==> config.mk <==
export PLATFORM = sky130hd
export DESIGN_NAME = axi_sram_bridge
export DESIGN_NICKNAME = d
export VERILOG_FILES = /design/src/rtl/bridge_pkg.sv /design/src/rtl/bridge_rd_arb.sv /design/src/rtl/axi_sram_bridge.sv
export SDC_FILE = /design/constraint.sdc
export NUM_CORES = 1
export LEC_CHECK = 0
export CAP_MARGIN = 20
export CORE_AREA = 2 2 145 147
export CTS_CLUSTER_DIAMETER = 40
export DETAILED_ROUTE_END_ITERATION = 7
export DIE_AREA = 0 0 147 149
export PLACE_DENSITY = 0.71
export SYNTH_ARGS = -nofsm -noshare
export SYNTH_HDL_FRONTEND = slang
export SYNTH_HIERARCHICAL = 1
export SYNTH_SLANG_ARGS = --single-unit
==> constraint.sdc <==
create_clock -name clk -period 8 [get_ports clk]
set_input_delay 1.2 -clock clk [delete_from_list [all_inputs] [get_ports clk]]
set_output_delay 1.2 -clock clk [all_outputs]
set_load 0.05 [all_outputs]
==> src/rtl/bridge_pkg.sv <==
// Shared FSM encodings, default AXI IDs and the size-to-axsize mapping
// used by the SRAM-to-AXI3 bridge.
package bridge_pkg;

    typedef enum logic [1:0] {R_IDLE, R_AR, R_R} rd_state_e;
    typedef enum logic [1:0] {W_IDLE, W_AW_W, W_B} wr_state_e;

    localparam logic [3:0] ID_INST_DEF = 4'd0;
    localparam logic [3:0] ID_DATA_DEF = 4'd1;

    function automatic logic [2:0] size_to_axsize(input logic [1:0] size);
        return {1'b0, size};
    endfunction

endpackage

==> src/rtl/bridge_rd_arb.sv <==
// Fixed-priority read-slot arbiter: a data read beats an instruction fetch
// whenever both are presented while the read channel is idle.
module bridge_rd_arb (
    input  logic inst_req_i,
    input  logic data_rd_req_i,
    input  logic rd_idle_i,
    output logic grant_data_o,
    output logic inst_addr_ok_o,
    output logic data_addr_ok_o
);

    always_comb begin
        grant_data_o   = rd_idle_i & data_rd_req_i;
        data_addr_ok_o = grant_data_o;
        inst_addr_ok_o = rd_idle_i & inst_req_i & ~data_rd_req_i;
    end

endmodule

==> src/rtl/axi_sram_bridge.sv <==
// Core SRAM-like inst/data ports to a single-beat AXI3 master; one read and one write in flight.
// Define BRIDGE_RAW_ADDR_CHECK_EN to block data reads only on a same-word write in flight.
module axi_sram_bridge
    import bridge_pkg::*;
#(
    parameter int unsigned ADDR_W  = 32,
    parameter logic [3:0]  ID_INST = ID_INST_DEF,
    parameter logic [3:0]  ID_DATA = ID_DATA_DEF
) (
    input  logic              clk,
    input  logic              rst,
    input  logic              inst_req,
    input  logic [ADDR_W-1:0] inst_addr,
    output logic              inst_addr_ok,
    output logic              inst_data_ok,
    output logic [31:0]       inst_rdata,
    input  logic              data_req,
    input  logic              data_wr,
    input  logic [1:0]        data_size,
    input  logic [ADDR_W-1:0] data_addr,
    input  logic [31:0]       data_wdata,
    input  logic [3:0]        data_wstrb,
    output logic              data_addr_ok,
    output logic              data_data_ok,
    output logic [31:0]       data_rdata,
    output logic [3:0]        arid,
    output logic [ADDR_W-1:0] araddr,
    output logic [3:0]        arlen,
    output logic [2:0]        arsize,
    output logic [1:0]        arburst,
    output logic [1:0]        arlock,
    output logic [3:0]        arcache,
    output logic [2:0]        arprot,
    output logic              arvalid,
    input  logic              arready,
    input  logic [3:0]        rid,
    input  logic [31:0]       rdata,
    input  logic              rvalid,
    output logic              rready,
    output logic [3:0]        awid,
    output logic [ADDR_W-1:0] awaddr,
    output logic [3:0]        awlen,
    output logic [2:0]        awsize,
    output logic [1:0]        awburst,
    output logic [1:0]        awlock,
    output logic [3:0]        awcache,
    output logic [2:0]        awprot,
    output logic              awvalid,
    input  logic              awready,
    output logic [3:0]        wid,
    output logic [31:0]       wdata,
    output logic [3:0]        wstrb,
    output logic              wlast,
    output logic              wvalid,
    input  logic              wready,
    input  logic              bvalid,
    output logic              bready
);

    rd_state_e         r_state_q, r_state_d;
    logic              arvalid_q, arvalid_d;
    logic [ADDR_W-1:0] ar_addr_q, ar_addr_d;
    logic [2:0]        ar_size_q, ar_size_d;
    logic [3:0]        ar_id_q, ar_id_d;

    wr_state_e         w_state_q, w_state_d;
    logic              awvalid_q, awvalid_d;
    logic              wvalid_q, wvalid_d;
    logic              aw_done_q, aw_done_d;
    logic              w_done_q, w_done_d;
    logic [ADDR_W-1:0] aw_addr_q, aw_addr_d;
    logic [2:0]        aw_size_q, aw_size_d;
    logic [31:0]       wdata_q, wdata_d;
    logic [3:0]        wstrb_q, wstrb_d;

    logic pend_q, pend_d;
    logic raw_block, data_rd_req, grant_data, data_rd_addr_ok, wr_accept;
    logic aw_hs, w_hs, r_hs, b_hs, rd_data_ok, wr_ok_evt;

`ifdef BRIDGE_RAW_ADDR_CHECK_EN
    assign raw_block = (w_state_q != W_IDLE) &&
                       (data_addr[ADDR_W-1:2] == aw_addr_q[ADDR_W-1:2]);
`else
    assign raw_block = (w_state_q != W_IDLE);
`endif

    assign data_rd_req  = data_req & ~data_wr & ~raw_block;
    assign wr_accept    = data_req & data_wr & (w_state_q == W_IDLE);
    assign data_addr_ok = wr_accept | data_rd_addr_ok;

    bridge_rd_arb u_rd_arb (
        .inst_req_i     (inst_req),
        .data_rd_req_i  (data_rd_req),
        .rd_idle_i      (r_state_q == R_IDLE),
        .grant_data_o   (grant_data),
        .inst_addr_ok_o (inst_addr_ok),
        .data_addr_ok_o (data_rd_addr_ok)
    );

    always_comb begin
        r_state_d = r_state_q;
        arvalid_d = arvalid_q;
        ar_addr_d = ar_addr_q;
        ar_size_d = ar_size_q;
        ar_id_d   = ar_id_q;
        case (r_state_q)
            R_IDLE: begin
                if (grant_data) begin
                    r_state_d = R_AR;
                    arvalid_d = 1'b1;
                    ar_addr_d = data_addr;
                    ar_size_d = size_to_axsize(data_size);
                    ar_id_d   = ID_DATA;
                end else if (inst_addr_ok) begin
                    r_state_d = R_AR;
                    arvalid_d = 1'b1;
                    ar_addr_d = inst_addr;
                    ar_size_d = size_to_axsize(2'd2);
                    ar_id_d   = ID_INST;
                end
            end
            R_AR: begin
                if (arready) begin
                    arvalid_d = 1'b0;
                    r_state_d = R_R;
                end
            end
            R_R: begin
                if (rvalid) r_state_d = R_IDLE;
            end
            default: r_state_d = R_IDLE;
        endcase
    end

    assign aw_hs = awvalid_q & awready;
    assign w_hs  = wvalid_q & wready;

    always_comb begin
        w_state_d = w_state_q;
        awvalid_d = awvalid_q;
        wvalid_d  = wvalid_q;
        aw_done_d = aw_done_q;
        w_done_d  = w_done_q;
        aw_addr_d = aw_addr_q;
        aw_size_d = aw_size_q;
        wdata_d   = wdata_q;
        wstrb_d   = wstrb_q;
        case (w_state_q)
            W_IDLE: begin
                if (wr_accept) begin
                    w_state_d = W_AW_W;
                    awvalid_d = 1'b1;
                    wvalid_d  = 1'b1;
                    aw_done_d = 1'b0;
                    w_done_d  = 1'b0;
                    aw_addr_d = data_addr;
                    aw_size_d = size_to_axsize(data_size);
                    wdata_d   = data_wdata;
                    wstrb_d   = data_wstrb;
                end
            end
            W_AW_W: begin
                // AW and W retire independently; move on once both have.
                if (aw_hs) begin
                    awvalid_d = 1'b0;
                    aw_done_d = 1'b1;
                end
                if (w_hs) begin
                    wvalid_d = 1'b0;
                    w_done_d = 1'b1;
                end
                if ((aw_done_q | aw_hs) & (w_done_q | w_hs)) w_state_d = W_B;
            end
            W_B: begin
                if (bvalid) w_state_d = W_IDLE;
            end
            default: w_state_d = W_IDLE;
        endcase
    end

    assign rready       = (r_state_q == R_R);
    assign bready       = (w_state_q == W_B);
    assign r_hs         = rready & rvalid;
    assign b_hs         = bready & bvalid;
    assign inst_data_ok = r_hs & (rid == ID_INST);
    assign rd_data_ok   = r_hs & (rid == ID_DATA);
    assign inst_rdata   = rdata;
    assign data_rdata   = rdata;

    // A write response colliding with a data read return is replayed next cycle.
    assign wr_ok_evt    = b_hs | pend_q;
    assign data_data_ok = rd_data_ok | wr_ok_evt;
    assign pend_d       = rd_data_ok & wr_ok_evt;

    always_ff @(posedge clk or posedge rst) begin
        if (rst) begin
            r_state_q <= R_IDLE;
            arvalid_q <= 1'b0;
            ar_addr_q <= '0;
            ar_size_q <= '0;
            ar_id_q   <= '0;
            w_state_q <= W_IDLE;
            awvalid_q <= 1'b0;
            wvalid_q  <= 1'b0;
            aw_done_q <= 1'b0;
            w_done_q  <= 1'b0;
            aw_addr_q <= '0;
            aw_size_q <= '0;
            wdata_q   <= '0;
            wstrb_q   <= '0;
            pend_q    <= 1'b0;
        end else begin
            r_state_q <= r_state_d;
            arvalid_q <= arvalid_d;
            ar_addr_q <= ar_addr_d;
            ar_size_q <= ar_size_d;
            ar_id_q   <= ar_id_d;
            w_state_q <= w_state_d;
            awvalid_q <= awvalid_d;
            wvalid_q  <= wvalid_d;
            aw_done_q <= aw_done_d;
            w_done_q  <= w_done_d;
            aw_addr_q <= aw_addr_d;
            aw_size_q <= aw_size_d;
            wdata_q   <= wdata_d;
            wstrb_q   <= wstrb_d;
            pend_q    <= pend_d;
        end
    end

    assign arid    = ar_id_q;
    assign araddr  = ar_addr_q;
    assign arsize  = ar_size_q;
    assign arvalid = arvalid_q;
    assign awaddr  = aw_addr_q;
    assign awsize  = aw_size_q;
    assign awvalid = awvalid_q;
    assign wdata   = wdata_q;
    assign wstrb   = wstrb_q;
    assign wvalid  = wvalid_q;

    assign awid    = ID_DATA;
    assign wid     = ID_DATA;
    assign arlen   = 4'd0;
    assign awlen   = 4'd0;
    assign arburst = 2'b01;
    assign awburst = 2'b01;
    assign wlast   = 1'b1;
    assign arlock  = 2'b00;
    assign awlock  = 2'b00;
    assign arcache = 4'd0;
    assign awcache = 4'd0;
    assign arprot  = 3'd0;
    assign awprot  = 3'd0;

endmodule

Word level (Yosys, flattened, before mapping)
Index checks and enable logic that the tools add are counted. W data, S select, Z words.

Logic and storage cells: 94. Input port bits: 148. Register bits: 119.

Bitwise operators: 23. Muxes and demuxes: 29. Reduce and logical (&&, ||, !) cells: 14. Eq/ne operators: 13.

Operators with widths (number): $mux W32 (2); $and A1 B1 Y1 (15); $reduce_and A3 Y1 (5); $mux W2 (7); $ne A2 B2 Y1 const B (7); $pmux W2 S3 (2); $pmux W1 S2 (5); $mux W1 (9); $mux W4 (2); $reduce_bool A2 Y1 (4); $mux W3 (2); $or A1 B1 Y1 (5); $eq A2 B1 Y1 const B (2); $eq A2 B2 Y1 const B (2); $eq A4 B1 Y1 const B (1); $logic_not A2 Y1 (2); $logic_not A4 Y1 (1); $reduce_and A2 Y1 (2); $ne A3 B3 Y1 const B (1); $not A1 Y1 (3).

Depth between registers and ports, before layout
Depth after elaboration: 8. Gate-level depth with buffers: 10. Gate-level depth less buffers: 6.

Hierarchy
The synthesis kept the hierarchy.

By module, submodules not included: axi_sram_bridge (area an instance 5921.9 um^2, times used 1, sequential area each 2877.8 um^2, cells each 420); bridge_rd_arb (area an instance 23.8 um^2, times used 1, sequential area each 0.0 um^2, cells each 3).

Least setup slack after synthesis
No wires, ideal clock.

Path kind: in2out. From: input port rid[1]. To: output port inst_data_ok. Stages: 3. Arrival: 2.295 ns. Data required time: 6.800 ns. Slack: 4.505 ns. Buffers on the path: 0. Cells stage by stage: nor4b_1 -> nand2_1 -> nor2_1.

Word-level cells in the longest chain between the ends: 2.

Ends and longest elaborated chain: start: declaration (RTL line axi_sram_bridge.sv:36) `input logic [3:0] rid,`; $logic_not A4 Y1 (RTL line axi_sram_bridge.sv:185) `assign inst_data_ok = r_hs & (rid == ID_INST);`; $and A1 B1 Y1 (RTL line axi_sram_bridge.sv:185); end: declaration (RTL line axi_sram_bridge.sv:15) `output logic inst_data_ok,`.

No other way between the ends.

Worst setup path in the final report
From: input port data_req. To: output port data_addr_ok.

Word-level cells in the longest chain between the ends: 4.

Ends and longest elaborated chain: start: declaration (RTL line axi_sram_bridge.sv:17) `input logic data_req,`; $and A1 B1 Y1 (2 in a row) (RTL line axi_sram_bridge.sv:87) `assign data_rd_req = data_req & ~data_wr & ~raw_block;`; named net data_rd_req (RTL line axi_sram_bridge.sv:77) `logic raw_block, data_rd_req, grant_data, data_rd_addr_ok, wr_accept;`; $and A1 B1 Y1 (RTL line bridge_rd_arb.sv:13) `grant_data_o = rd_idle_i & data_rd_req_i;`; named net data_rd_addr_ok (RTL line axi_sram_bridge.sv:77); $or A1 B1 Y1 (RTL line axi_sram_bridge.sv:89) `assign data_addr_ok = wr_accept | data_rd_addr_ok;`; end: declaration (RTL line axi_sram_bridge.sv:23) `output logic data_addr_ok,`.

The timed path passes the listed nets, and every way through them passes these cells.

==> qor.txt <==
status: finished, final reports clean
CP bufs+invs: 2
Post-synth EDFFs: 0
CTS tree: yes
Combinational Power Share: 56.6%
post-CTS sizing: 0
Pwr Density: 509 nW/um^2
Max transition margin: 44.9%
Setup-failing EPs final: 0
fin util: 41.0%
Post-synth top cells: 115 x dfrtp_1, 109 x buf_4, 75 x mux2_4
Worst-Margin Slew: 0.826 ns
WP depth: 6
vias: 3530
antenna cell count: 0
Row Count: 53
Synth Flop Type: dfrtp_1
Syn Inst Count: 423
Final nets: 741
critical path type: input pin to primary output
gr ovfl total: 0
num ports: 370
Longest Clk Path Bufs: 2
antenna violations before repair: 0
Layout Skew: 0.00645 ns
startpoint types: input pin
core area: 20600 um^2
Switch Pwr: 1.89 mW
hold path cells: 2
FILL cells: 1925
Async SR Flop Fraction: 100%
number of clock sinks: 115
Final period util: 53.6%
Worst VDD drop: 0.330 mV
Crit Path Max Fanout: 3
Synth Register Bits: 115
worst path cell trace: clkdlybuf4s50_1, nand2_1, nor2_1, and2_2, nand2b_1, clkdlybuf4s50_1
DR WL/cell: 15.7 um
wirelength, routed: 13800 um
switching part of the total: 44.1%
routability congestion estimate from global placement: 0.748
Worst Setup End Kind: primary output
Post-CTS Hold Fix Bufs: 0
Final Non-Filler Cells: 880
Yosys top cell by area: dfrtp_1
post-synth top area share: 48.4%
initial drt markers: 97
fmax: 233 MHz
Multi-input gate area: 2230 um^2
DR vias/cell: 4.01
CTS buffer count: 17
Max stage delay on crit path: 0.80 ns
Data required, critical path: 6.80 ns
drt drc: 0
die width: 147 um
internal power: 2.39 mW
Final Hold Viols: 0
dpl hpwl: 9780 um
Slew Limit Fails: 0
count leader, synth: dfrtp_1
pre-CTS WS: 3.65 ns
Die Y: 149 um
GR Util All Layers: 12.7%
Netlist cell types: 33
Slowest-stage cell, CP: clkdlybuf4s50_1
Mapped Area: 5950 um^2
htree depth: 4
largest cells by area after synthesis: dfrtp_1 48%, mux2_4 19%, buf_4 14%
final setup TNS: 0 ns
Tightest Hold Check Type: flop to flop
area added between synthesis and finish: 41.7%
register area share after synthesis: 48.4%
Post-Syn Area per Cell: 14.1 um^2
clk root buf: clkbuf_16
most used cell, CP: clkdlybuf4s50_1
Min Clock Period, post-route: 4.29 ns
CP delay by family, top: buffers and inverters
arrival time worst endpoint: 3.09 ns
worst-skew pair later-pin latency: 0.40 ns
YS warnings: 6
Seq pwr share: 24.5%
power share of the clock group: 18.8%
RSZ-0062 raised after global routing: no
wire length of the first global-routing pass: 21300 um
Initial Util: 28.9%
dpl cells: 849
Worst R2R Path Depth: 8
Post-CTS Setup Inserts: 0
register area: 2880 um^2
Overall Power: 4.28 mW
Clock transition at path regs: 0.05 ns
vias in the first global route: 3716
final worst slack: 3.71 ns
largest net degree at the start of global routing: 63
share of layout cells above drive strength 1: 29.1%
die area: 21900 um^2
Initial DRT Pass Iterations: 4
Leak Pwr: 3.62 nW
antenna-violating nets left: 0
# Max-Cap Violations: 0
Buffers on Ports: 229
## stage by stage
stage               hold WS (ns)  cell area, um^2
finish                     0.489             8420
global route               0.516             8420
CTS                        0.495             8420
detailed placement         0.482             7800
global placement           0.473             7800
floorplan                  0.465             6100
## area by class of cell
class,count,share of cell area [%]
repair buffers,234,27.7
inverters,4,0.208
well taps,275,4.08
clock buffers,21,5.59
multi-input cells,221,26.5
flip-flops and latches,115,34.2
clock inverters,10,1.84
## sequential cells by signal, summed over array words and instances, names as in the netlist
register	flops
araddr	32
awaddr	32
wdata	32
wstrb	4
arsize	2
awsize	2
r_state_q	2
w_state_q	2
arid	1
arvalid	1
aw_done_q	1
awvalid	1
pend_q	1
w_done_q	1
wvalid	1
## tightest hold or removal path: cells and delay by family, from the launching register on
| family | cells | cell delay, ns |
|---|---|---|
| DFF | 1 | 0.32 |
| and+or+nand+nor | 1 | 0.09 |
| AOI/OAI and AO/OA | 1 | 0.05 |
## power by group through the flow
stage                     registers, mW  clock network [mW]  logic (mW)
after detailed placement           1.05                   0        2.45
after CTS                          1.05               0.831        2.45
final                              1.05               0.807        2.43
after global placement             1.05                   0        2.43
after floorplan                    2.02                   0       0.831
after global routing               1.09               0.860        2.52
## layout by cell type (no fill, tap or decap)
| cell | n |
|---|---|
| a22o_1 | 2 |
| o22a_1 | 1 |
| inv_1 | 3 |
| nand3_1 | 2 |
| nand3_2 | 1 |
| and3b_1 | 1 |
| nor4b_1 | 1 |
| nor3_1 | 1 |
| nor2b_1 | 2 |
| and2_2 | 1 |
| clkdlybuf4s50_1 | 229 |
| nand2_1 | 8 |
| clkbuf_16 | 17 |
| a211oi_1 | 1 |
| clkbuf_1 | 1 |
| mux2_4 | 75 |
| nor2_2 | 1 |
| inv_4 | 1 |
| buf_4 | 5 |
| nor2_4 | 1 |
| and2b_1 | 1 |
| clkinv_2 | 4 |
| nor2_1 | 4 |
| and3_4 | 1 |
| mux2_2 | 59 |
| clkbuf_8 | 3 |
| a32o_1 | 2 |
| a21oi_1 | 3 |
| o21ai_0 | 3 |
| clkinvlp_4 | 2 |
| nand2b_1 | 1 |
| bufinv_16 | 4 |
| conb_1 | 44 |
| o21a_2 | 1 |
| dfrtp_1 | 115 |
| a21o_1 | 3 |
| nand3b_1 | 1 |
## metal layers
metal | vias to the layer above | wire length, um | GRT usage, % | share of wire, %
li1 | 1626 | - | - | -
met1 | 1710 | 5610 | 14.7 | 41
met2 | 172 | 6870 | 21.2 | 50
met3 | 22 | 1130 | 5.57 | 8.2
met4 | 0 | 210 | 4.57 | 1.5
met5 | - | 0 | 0 | 0
## final timing paths
kind / start / endpoint / slack (ns)
max in group asynchronous: rst / awaddr[27] / 5.49
min in group asynchronous: rst / wdata[11] / 1.24
setup / recovery: data_req / data_addr_ok / 3.71
setup reg to reg: w_state_q[1] / araddr[18] / 4.93
hold reg to reg: pend_q / pend_q / 0.49
hold / removal: pend_q / pend_q / 0.49
## cells by family (layout without fill, tap and decap cells)
group,after synthesis,count (layout),synth area share [%]
other cells,2,44,0.126
simple gates,27,27,2.57
buf+inv,129,269,16.9
mux,134,134,30.1
compound gates,16,16,1.91
flops,115,115,48.4
Power figures use the tool's default switching activity.
